$ cat config.mk
export PLATFORM = sky130hd
export DESIGN_NAME = multicycle_core_flat
export DESIGN_NICKNAME = d
export VERILOG_FILES = /design/src/rtl/multicycle_core_if.sv /design/src/rtl/multicycle_core.sv /design/src/flat_wrapper.sv
export SDC_FILE = /design/constraint.sdc
export NUM_CORES = 1
export LEC_CHECK = 0
export BUFFER_PORTS_ARGS = -buffer_cell sky130_fd_sc_hd__buf_4
export CORE_UTILIZATION = 63
export CTS_CLUSTER_SIZE = 20
export DETAILED_ROUTE_END_ITERATION = 16
export HOLD_SLACK_MARGIN = 0.12
export MAX_ROUTING_LAYER = met4
export PLACE_DENSITY_LB_ADDON = 0.1
export RECOVER_POWER = 25
export SKIP_CTS_REPAIR_TIMING = 1
export SYNTH_ARGS = -nofsm -noshare
export SYNTH_HDL_FRONTEND = slang
export SYNTH_SLANG_ARGS = --single-unit
$ cat constraint.sdc
create_clock -name clk -period 4.2 [get_ports clk]
set_clock_uncertainty 0.15 [all_clocks]
set_input_delay 0.42 -clock clk [delete_from_list [all_inputs] [get_ports clk]]
set_output_delay 0.42 -clock clk [all_outputs]
set_load 0.01 [all_outputs]
$ cat src/rtl/multicycle_core_if.sv
// Instruction handshake bundle between the instruction source and the core.
//   instr_valid  source -> core   instr holds a valid instruction
//   instr_ready  core -> source   core accepts instr in this cycle
//   instr        source -> core   {codop[3:0], addA, addB_LMM, addC}
interface multicycle_core_if #(
   parameter int INSTR_W = 20
);
   logic               instr_valid;
   logic               instr_ready;
   logic [INSTR_W-1:0] instr;

   modport master (output instr_valid, output instr, input instr_ready);
   modport slave  (input instr_valid, input instr, output instr_ready);
endinterface

$ cat src/rtl/multicycle_core.sv
// Multi-cycle execution core: phase sequencer, register file and ALU on one clock.
// Instructions arrive on the bus handshake; in step mode every stage advance
// waits for a step pulse.
// Ports:
//   clk, rst_n          clock, async active-low reset
//   bus (slave)         instr_valid / instr_ready / instr
//   step_mode, step     single-step control
//   stage               one-hot {EXEC,DECODE,WB}, 000 = IDLE
//   dbg_a, dbg_b        operand latches
//   dbg_out             ALU result latch
//   flag_neg/zero/ovf   status flags (updated in EXEC)
//   retire, illegal     one-cycle pulses in the WB cycle
//   dbg_rd_addr/data    combinational register-file read
//
// state  | meaning
// IDLE   | waiting for a valid instruction
// DECODE | operands latched from the register file on advance
// EXEC   | ALU result and flags latched on advance
// WB     | result written to addC on advance, retire pulse
module multicycle_core #(
   parameter int DATA_W = 16,
   parameter int NREGS  = 16,
   parameter int IMM_W  = 8,
   localparam int AW      = $clog2(NREGS),
   localparam int INSTR_W = 4 + 2*AW + IMM_W
) (
   input  logic                clk,
   input  logic                rst_n,
   multicycle_core_if.slave    bus,
   input  logic                step_mode,
   input  logic                step,
   output logic [2:0]          stage,
   output logic [DATA_W-1:0]   dbg_a,
   output logic [DATA_W-1:0]   dbg_b,
   output logic [DATA_W-1:0]   dbg_out,
   output logic                flag_neg,
   output logic                flag_zero,
   output logic                flag_ovf,
   output logic                retire,
   output logic                illegal,
   input  logic [AW-1:0]       dbg_rd_addr,
   output logic [DATA_W-1:0]   dbg_rd_data
);
   localparam int SH_W = $clog2(DATA_W);

   localparam logic [1:0] S_IDLE = 2'd0;
   localparam logic [1:0] S_DEC  = 2'd1;
   localparam logic [1:0] S_EXE  = 2'd2;
   localparam logic [1:0] S_WB   = 2'd3;

   logic [1:0]         state_q, state_d;
   logic [INSTR_W-1:0] instr_q, instr_d;
   logic [DATA_W-1:0]  a_q, a_d, b_q, b_d, out_q, out_d;
   logic               neg_q, neg_d, zero_q, zero_d, ovf_q, ovf_d;
   logic [DATA_W-1:0]  regs_q [NREGS];
   logic [DATA_W-1:0]  regs_d [NREGS];

   logic [INSTR_W-1:0] instr_in;
   logic [3:0]         op;
   logic [AW-1:0]      add_a, add_c;
   logic [IMM_W-1:0]   imm;
   logic               adv, ready;

   logic [DATA_W-1:0]  alu_r, imm_ext;
   logic               alu_ovf, alu_wr;

   assign instr_in = bus.instr;
   assign op       = instr_q[INSTR_W-1 -: 4];
   assign add_a    = instr_q[AW+IMM_W +: AW];
   assign imm      = instr_q[AW +: IMM_W];
   assign add_c    = instr_q[0 +: AW];

   // adv is combinational so a step coinciding with a step_mode change uses the new mode
   assign adv   = !step_mode | step;
   assign ready = (state_q == S_IDLE) & adv;

   always_comb begin
      imm_ext = '0;
      imm_ext[IMM_W-1:0] = imm;
      alu_r   = a_q;
      alu_ovf = 1'b0;
      alu_wr  = (op <= 4'd9);
      case (op)
         4'd0: begin
            alu_r   = a_q + b_q;
            alu_ovf = (a_q[DATA_W-1] == b_q[DATA_W-1]) && (alu_r[DATA_W-1] != a_q[DATA_W-1]);
         end
         4'd1: begin
            alu_r   = a_q - b_q;
            alu_ovf = (a_q[DATA_W-1] != b_q[DATA_W-1]) && (alu_r[DATA_W-1] != a_q[DATA_W-1]);
         end
         4'd2:    alu_r = a_q & b_q;
         4'd3:    alu_r = a_q | b_q;
         4'd4:    alu_r = a_q ^ b_q;
         4'd5:    alu_r = ~a_q;
         4'd6:    alu_r = a_q << b_q[SH_W-1:0];
         4'd7:    alu_r = a_q >> b_q[SH_W-1:0];
         4'd8:    alu_r = imm_ext;
         default: alu_r = a_q;
      endcase
   end

   always_comb begin
      state_d = state_q;
      instr_d = instr_q;
      a_d     = a_q;
      b_d     = b_q;
      out_d   = out_q;
      neg_d   = neg_q;
      zero_d  = zero_q;
      ovf_d   = ovf_q;
      regs_d  = regs_q;
      case (state_q)
         S_IDLE: if (bus.instr_valid && ready) begin
            instr_d = instr_in;
            state_d = S_DEC;
         end
         S_DEC: if (adv) begin
            a_d     = regs_q[add_a];
            b_d     = regs_q[imm[AW-1:0]];
            state_d = S_EXE;
         end
         S_EXE: if (adv) begin
            // NOP and undefined opcodes leave result latch and flags untouched
            if (alu_wr) begin
               out_d  = alu_r;
               neg_d  = alu_r[DATA_W-1];
               zero_d = (alu_r == '0);
               ovf_d  = alu_ovf;
            end
            state_d = S_WB;
         end
         S_WB: if (adv) begin
            if (alu_wr) regs_d[add_c] = out_q;
            state_d = S_IDLE;
         end
         default: state_d = S_IDLE;
      endcase
   end

   always_ff @(posedge clk or negedge rst_n) begin
      if (!rst_n) begin
         state_q <= S_IDLE;
         instr_q <= '0;
         a_q     <= '0;
         b_q     <= '0;
         out_q   <= '0;
         neg_q   <= 1'b0;
         zero_q  <= 1'b0;
         ovf_q   <= 1'b0;
         regs_q  <= '{default: '0};
      end else begin
         state_q <= state_d;
         instr_q <= instr_d;
         a_q     <= a_d;
         b_q     <= b_d;
         out_q   <= out_d;
         neg_q   <= neg_d;
         zero_q  <= zero_d;
         ovf_q   <= ovf_d;
         regs_q  <= regs_d;
      end
   end

   assign bus.instr_ready = ready;
   assign stage       = {state_q == S_EXE, state_q == S_DEC, state_q == S_WB};
   assign dbg_a       = a_q;
   assign dbg_b       = b_q;
   assign dbg_out     = out_q;
   assign flag_neg    = neg_q;
   assign flag_zero   = zero_q;
   assign flag_ovf    = ovf_q;
   // retire only on the WB cycle that actually leaves WB, so a stalled WB pulses once
   assign retire      = (state_q == S_WB) & adv;
   assign illegal     = retire & (op >= 4'd11);
   // reads the flops, so a WB write becomes visible the cycle after WB
   assign dbg_rd_data = regs_q[dbg_rd_addr];
endmodule

$ cat src/flat_wrapper.sv
// flat-port wrapper written by rule: the top's interface ports become plain ports
module multicycle_core_flat 
#(
   parameter int DATA_W = 16,
   parameter int NREGS  = 16,
   parameter int IMM_W  = 8,
   localparam int AW      = $clog2(NREGS),
   localparam int INSTR_W = 4 + 2*AW + IMM_W
)
  (clk, rst_n, step_mode, step, stage, dbg_a, dbg_b, dbg_out, flag_neg, flag_zero, flag_ovf, retire, illegal, dbg_rd_addr, dbg_rd_data, bus_instr_valid, bus_instr, bus_instr_ready);
  multicycle_core_if #(.INSTR_W((4 + 2*(4) + IMM_W))) bus_i ();
  input  logic clk;
  input  logic rst_n;
  input  logic step_mode;
  input  logic step;
  output logic [2:0] stage;
  output logic [DATA_W-1:0] dbg_a;
  output logic [DATA_W-1:0] dbg_b;
  output logic [DATA_W-1:0] dbg_out;
  output logic flag_neg;
  output logic flag_zero;
  output logic flag_ovf;
  output logic retire;
  output logic illegal;
  input  logic [AW-1:0] dbg_rd_addr;
  output logic [DATA_W-1:0] dbg_rd_data;
  input wire logic [$bits(bus_i.instr_valid)-1:0] bus_instr_valid;
  input wire logic [$bits(bus_i.instr)-1:0] bus_instr;
  output wire logic [$bits(bus_i.instr_ready)-1:0] bus_instr_ready;
  assign bus_i.instr_valid = bus_instr_valid;
  assign bus_i.instr = bus_instr;
  assign bus_instr_ready = bus_i.instr_ready;
  multicycle_core #(.DATA_W(DATA_W), .NREGS(NREGS), .IMM_W(IMM_W)) u_core (.clk(clk), .rst_n(rst_n), .bus(bus_i), .step_mode(step_mode), .step(step), .stage(stage), .dbg_a(dbg_a), .dbg_b(dbg_b), .dbg_out(dbg_out), .flag_neg(flag_neg), .flag_zero(flag_zero), .flag_ovf(flag_ovf), .retire(retire), .illegal(illegal), .dbg_rd_addr(dbg_rd_addr), .dbg_rd_data(dbg_rd_data));
endmodule
==> results of run 1 <==
metrics by stage:
stage,power [mW],setup slack (ns),area [sq um],utilization (%)
final,19.3,0.330,25700,73.7
after floorplan,11.9,0.324,22500,-
after global placement,15.4,0.393,24200,69.5
after global routing,20.1,0.0658,25700,73.7
after CTS,19.1,0.278,25400,73.1
after detailed placement,15.6,0.331,24200,69.5
final timing paths:
kind / startpoint / to / slack, ns
setup / recovery: u_core.dbg_a[0] / u_core.flag_zero / 0.33
hold / removal: step_mode / u_core.state_q[0] / 0.26
setup reg to reg: u_core.dbg_a[0] / u_core.flag_zero / 0.33
hold reg to reg: u_core.flag_ovf / u_core.flag_ovf / 0.37
max in group asynchronous: rst_n / u_core.dbg_a[15] / 1.57
min in group asynchronous: rst_n / u_core.instr_q[1] / 0.41
worst max-delay path, delay by kind of cell (launching register included):
family | cells | cell delay, ns
AOI/OAI and AO/OA | 3 | 0.81
adders and majority gates | 2 | 0.47
buffers and inverters | 2 | 0.22
DFF | 1 | 0.51
and+or+nand+nor | 6 | 1.62
Yosys cell counts, types with 22 or more instances:
cell type and count:
dfrtp_1 328, mux2_2 321, mux4_2 256, clkbuf_1 107
nor2_1 74, nand2_1 71, ha_1 52, o21ai_0 52
inv_1 51, a21oi_1 45, buf_1 25, buf_2 22
power by group:
part           switching (mW)  internal [mW]  total [mW]
combinational            4.89           5.02        9.91
clock                    1.37           2.04        3.41
sequential               1.78           4.23        6.01
total                    8.04           11.3        19.3
flip-flops by register name (all words and copies together), names as in the netlist:
name and count:
u_core.dbg_a 16, u_core.dbg_b 16, u_core.dbg_out 15, u_core.flag_neg 1, u_core.flag_ovf 1, u_core.flag_zero 1, u_core.instr_q 20, u_core.regs_q 256
u_core.state_q 2
kinds of logic after synthesis:
| family | after synthesis | synth area share [%] |
|---|---|---|
| mux | 603 | 43.3 |
| flops | 328 | 36.5 |
| simple gates | 267 | 5.88 |
| compound gates | 230 | 7.05 |
| buf+inv | 212 | 3.86 |
| fa+ha+maj | 54 | 3.07 |
| xor+xnor | 8 | 0.312 |
metal layers:
metal | vias up | share of wire [%]
met3 | 247 | 10
met5 | - | 0
met4 | 0 | 5.0
met2 | 1166 | 48
met1 | 8716 | 36
li1 | 6899 | -
cell type report:
class | instances | area (sq um) | share of cell area [%]
multi-input cells | 1162 | 13500 | 52.5
inverters | 54 | 203 | 0.790
repair buffers | 232 | 1910 | 7.43
diodes | 3 | 7.51 | 0.0293
clock buffers | 52 | 1070 | 4.18
clock inverters | 12 | 198 | 0.771
flip-flops and latches | 328 | 8220 | 32.0
well taps | 455 | 569 | 2.22
placed cells by master (no fill, tap or decap), types with 13 or more instances in the layout:
cell	instances
mux2_2	321
nand2b_1	16
buf_4	194
dlygate4sd3_1	21
ha_1	52
a211oi_1	17
o21ai_0	52
nor2_1	65
mux4_2	256
inv_1	51
mux2i_1	19
nand2_1	70
nand3_1	19
dfrtp_1	323
nor3_1	15
a21oi_1	45
or3_1	13
clkbuf_16	37
==> flow_summary.yaml, run 1 <==
outcome:
  outcome: "finished, final reports clean"
global_routing:
  antenna_found_initial: 6
  grtUsageMet2_pct: 64.8
  grt_overflow: 0
  grt_pass1_vias: 17000
  grt_max_degree: 114
  grt_usage_pct: 42.5
  met3_usage_pct: 8.87
  grt_busiest_layer: "met2"
  gr-usage-met1_pct: 55.3
  grt_pass1_wl_um: 109000
worst_setup_path:
  ff2ff_path_depth: 13
  end_kind: "flip-flop"
  arrival_ns: 4.19
  cp_max_fo: 9
  cp_data_required_time_ns: 4.52
  start_kind: "flip-flop"
  crit_path_top_delay_cell: "or4_1"
  slowest_delay_ns: 0.56
  cp_common_cell: "inv_1"
  criticalPathCategory: "reg -> reg"
  crit_chain: "inv_1 -> ha_1 -> inv_1 -> fa_1 -> nand2b_1 -> a2111oi_4 -> nor4_2 -> or3_1 -> nand3_1 -> a41oi_1 -> or4_1 -> nor4_1 -> a32o_1"
final_layout:
  fillerInstances: 2237
  synthToLayoutAreaGrowth_pct: 14.1
  fin_cells: 2298
  layout-drive-gt1-share_pct: 47.4
  nNetsFinal: 1897
synthesis:
  synth_area_leaders: "dfrtp_1, mux4_2, mux2_2"
  yosysTopAreaCellShare_pct: 36.5
  synth_edf_count: 0
  yosysSeqAreaShare_pct: 36.5
  synthCells: 1702
  yosys_warnings: 0
  synth.avg_cell_area_sq_um: 13.2
  synth.largest_area_cell: "dfrtp_1"
  yosys_most_used_dff: "dfrtp_1"
  synth_nets: 1785
  synth_area_sq_mm: 0.0225
  synth-async-reset-ratio_pct: 100
  ys_ff_latch: 328
  synth_cell_type_count: 76
drt:
  drt_iter0_drc: 2113
  wl_um: 72800
  ant_nets: 0
  vias: 17000
  dr.pass1.iters: 6
  drc: 0
  vias_per_cell: 7.41
  wl_per_cell_um: 31.7
timing:
  fin_setup_tns_ns: 0
  fmax_ghz: 0.258
  period_minus_slack_ns: 3.87
  timing.final.crit_share_pct: 92.1
  whs_ns: 0.256
  rsz0062_at_grt: "false"
  setup_viol: 0
  slew_headroom_pct: 4.04
  hold_violations: 0
  slew_viol_final: 0
  tightest_slew_ns: 1.44
clocking:
  clk_pin_slew_ns: 0.06
  clock_latency_ns: 0.56
  h-tree-depth: 2
  numCtsBuffers: 36
  clockBufferDepth: 3
  cts_num_sinks: 328
  cts_tree: "yes"
  clockRootBuffer: "clkbuf_16"
floorplan:
  core_sq_mm: 0.0348
  std_cell_rows: 68
  die_h_um: 191
  io_pins: 102
  die_width_um: 191
  start_util_pct: 64.6
  dieArea_sq_mm: 0.0365
power_and_ir_drop:
  ir_worst_vdd_mv: 0.749
  pwr_density_cell_mw_per_mm2: 754
  p_leak_nw: 11.1
hold_path:
  hold-path-cell-count: 4
  hp-class: "in -> reg"
placement:
  dp_hpwl_um: 47700
  gp_congestion: 1.03
  place_inst: 2210
  io_buffer_count: 101
flow_run:
  drv_cap: 0
Power figures use the tool's default switching activity.
==> run 2, diff against run 1 <==
--- a/config.mk
+++ b/config.mk
@@ -6,7 +6,7 @@
 export NUM_CORES = 1
 export LEC_CHECK = 0
 export BUFFER_PORTS_ARGS = -buffer_cell sky130_fd_sc_hd__buf_4
-export CORE_UTILIZATION = 63
+export CORE_UTILIZATION = 30
 export CTS_CLUSTER_SIZE = 20
 export DETAILED_ROUTE_END_ITERATION = 16
 export HOLD_SLACK_MARGIN = 0.12
==> flow_summary.yaml, run 2 (same netlist as run 1, synthesis figures left out) <==
worst_setup_path:
  cp_max_fo: 5
  arrival_ns: 4.33
  start_kind: "flip-flop"
  cp_data_required_time_ns: 4.54
  criticalPathCategory: "reg -> reg"
  crit-reg2reg-capture: "u_core.flag_zero"
  r2r_slack_ns: 0.22
  ff2ff_path_depth: 11
  end_kind: "flip-flop"
  r2r_start: "u_core.dbg_b[1]"
hold_path:
  min_to: "u_core.state_q[0]"
  min_from: "step_mode"
  hp-class: "in -> reg"
  hold-path-cell-count: 4
timing:
  slew_headroom_pct: -74.9
  hold_violations: 0
  rsz0062_at_grt: "false"
  whs_ns: 0.264
  fin_setup_tns_ns: 0
  slew_viol_final: 97
  timing.final.crit_share_pct: 94.8
  fmax_ghz: 0.251
  tightest_slew_ns: 2.62
  period_minus_slack_ns: 3.98
  setup_viol: 0
clocking:
  h-tree-depth: 2
  cts_tree: "yes"
  clockRootBuffer: "clkbuf_16"
  clock_latency_ns: 0.57
  clk_pin_slew_ns: 0.05
  clockBufferDepth: 3
  cts_num_sinks: 328
  numCtsBuffers: 42
drt:
  drt_iter0_drc: 1344
  wl_um: 84600
  dr.pass1.iters: 5
  vias: 16500
  drc: 0
  ant_nets: 0
  wl_per_cell_um: 29.9
  vias_per_cell: 5.82
floorplan:
  std_cell_rows: 100
  die_width_um: 276
  start_util_pct: 30.3
  die_h_um: 276
  io_pins: 102
  core_sq_mm: 0.0743
  dieArea_sq_mm: 0.0760
power_and_ir_drop:
  p_total_mw: 19.7
  pwr_density_cell_mw_per_mm2: 744
  p_leak_nw: 11.2
  ir_worst_vdd_mv: 0.300
final_layout:
  final_common_cell: "dfrtp_1"
  reg_top3: "u_core.regs_q: 256 flops, u_core.instr_q: 20 flops"
  largest_reg_flops: 256
  layout-drive-gt1-share_pct: 47.9
  synthToLayoutAreaGrowth_pct: 17.9
  regMostFlops: "u_core.regs_q"
  fin_cells: 2830
  final_cell_mix: "dfrtp_1, mux2_2, mux4_2"
  nNetsFinal: 1911
outcome:
  outcome: "finished, violations left"
  violations: "capacitance limit, slew limit"
global_routing:
  grt_usage_pct: 23.3
  grt_pass1_vias: 16700
  grt_pass1_wl_um: 125000
  antenna_found_initial: 2
  grt_overflow: 0
  grt_max_degree: 98
flow_run:
  drv_cap: 1
placement:
  gp_congestion: 0.954
  place_inst: 2732
  dp_hpwl_um: 57300
  io_buffer_count: 101
[run 2: layout make-up]
type                       count  area, sq um
antenna                        2         5.00
clock buffer                  63         1250
clock inverter                12          123
fill                        7238        47800
inverter                      54          203
multi-input combinational   1162        13500
sequential                   328         8220
tap                          969         1210
timing repair buffer         240         2030
[run 2: how the worst max path moves through the flow]
| stage | end | start | cells after the start | slack [ns] |
|---|---|---|---|---|
| floorplan | u_core.flag_zero | u_core.dbg_b[2] | 14 | 0.32 |
| global placement | u_core.flag_zero | u_core.dbg_a[0] | 13 | 0.05 |
| detailed placement | u_core.flag_zero | u_core.dbg_a[0] | 13 | 0.11 |
| CTS | u_core.flag_zero | u_core.dbg_a[0] | 13 | 0.08 |
| global route | u_core.flag_zero | u_core.dbg_a[0] | 13 | 0.02 |
| finish | u_core.flag_zero | u_core.dbg_b[1] | 11 | 0.22 |
[run 2: metal layers]
metal  global-route usage, %  wire length, um  up-vias
met5                       -                0        -
met4                    6.54             2350        0
met3                    2.58             3270      123
met2                    37.9            41800      449
met1                    30.8            37100     8927
li1                        -                -     6960
[run 2: where the power goes]
| part | switching (mW) | internal (mW) |
|---|---|---|
| logic | 4.96 | 5.05 |
| clock network | 1.47 | 2.18 |
| registers | 1.84 | 4.24 |
| total | 8.27 | 11.5 |
[run 2: metrics by stage]
step           util, %  setup WS [ns]  cell area (sq um)
5_1_grt           35.7         0.0198              26500
6_report          35.7          0.218              26500
3_3_place_gp      33.6         0.0474              24900
3_5_place_dp      33.6          0.112              24900
4_1_cts           35.4         0.0830              26300
2_1_floorplan        -          0.324              22500
[run 2: worst max-delay path, stage by stage, from the launching register on]
cell	delay, ns
dfrtp_1	0.34
clkinv_1	0.20
ha_1	0.39
o21bai_1	0.12
a221oi_1	0.53
a211oi_1	0.21
o21a_1	0.22
o21ai_0	0.38
a21oi_1	0.25
nand4bb_1	0.44
nor4_1	0.46
a32o_1	0.22
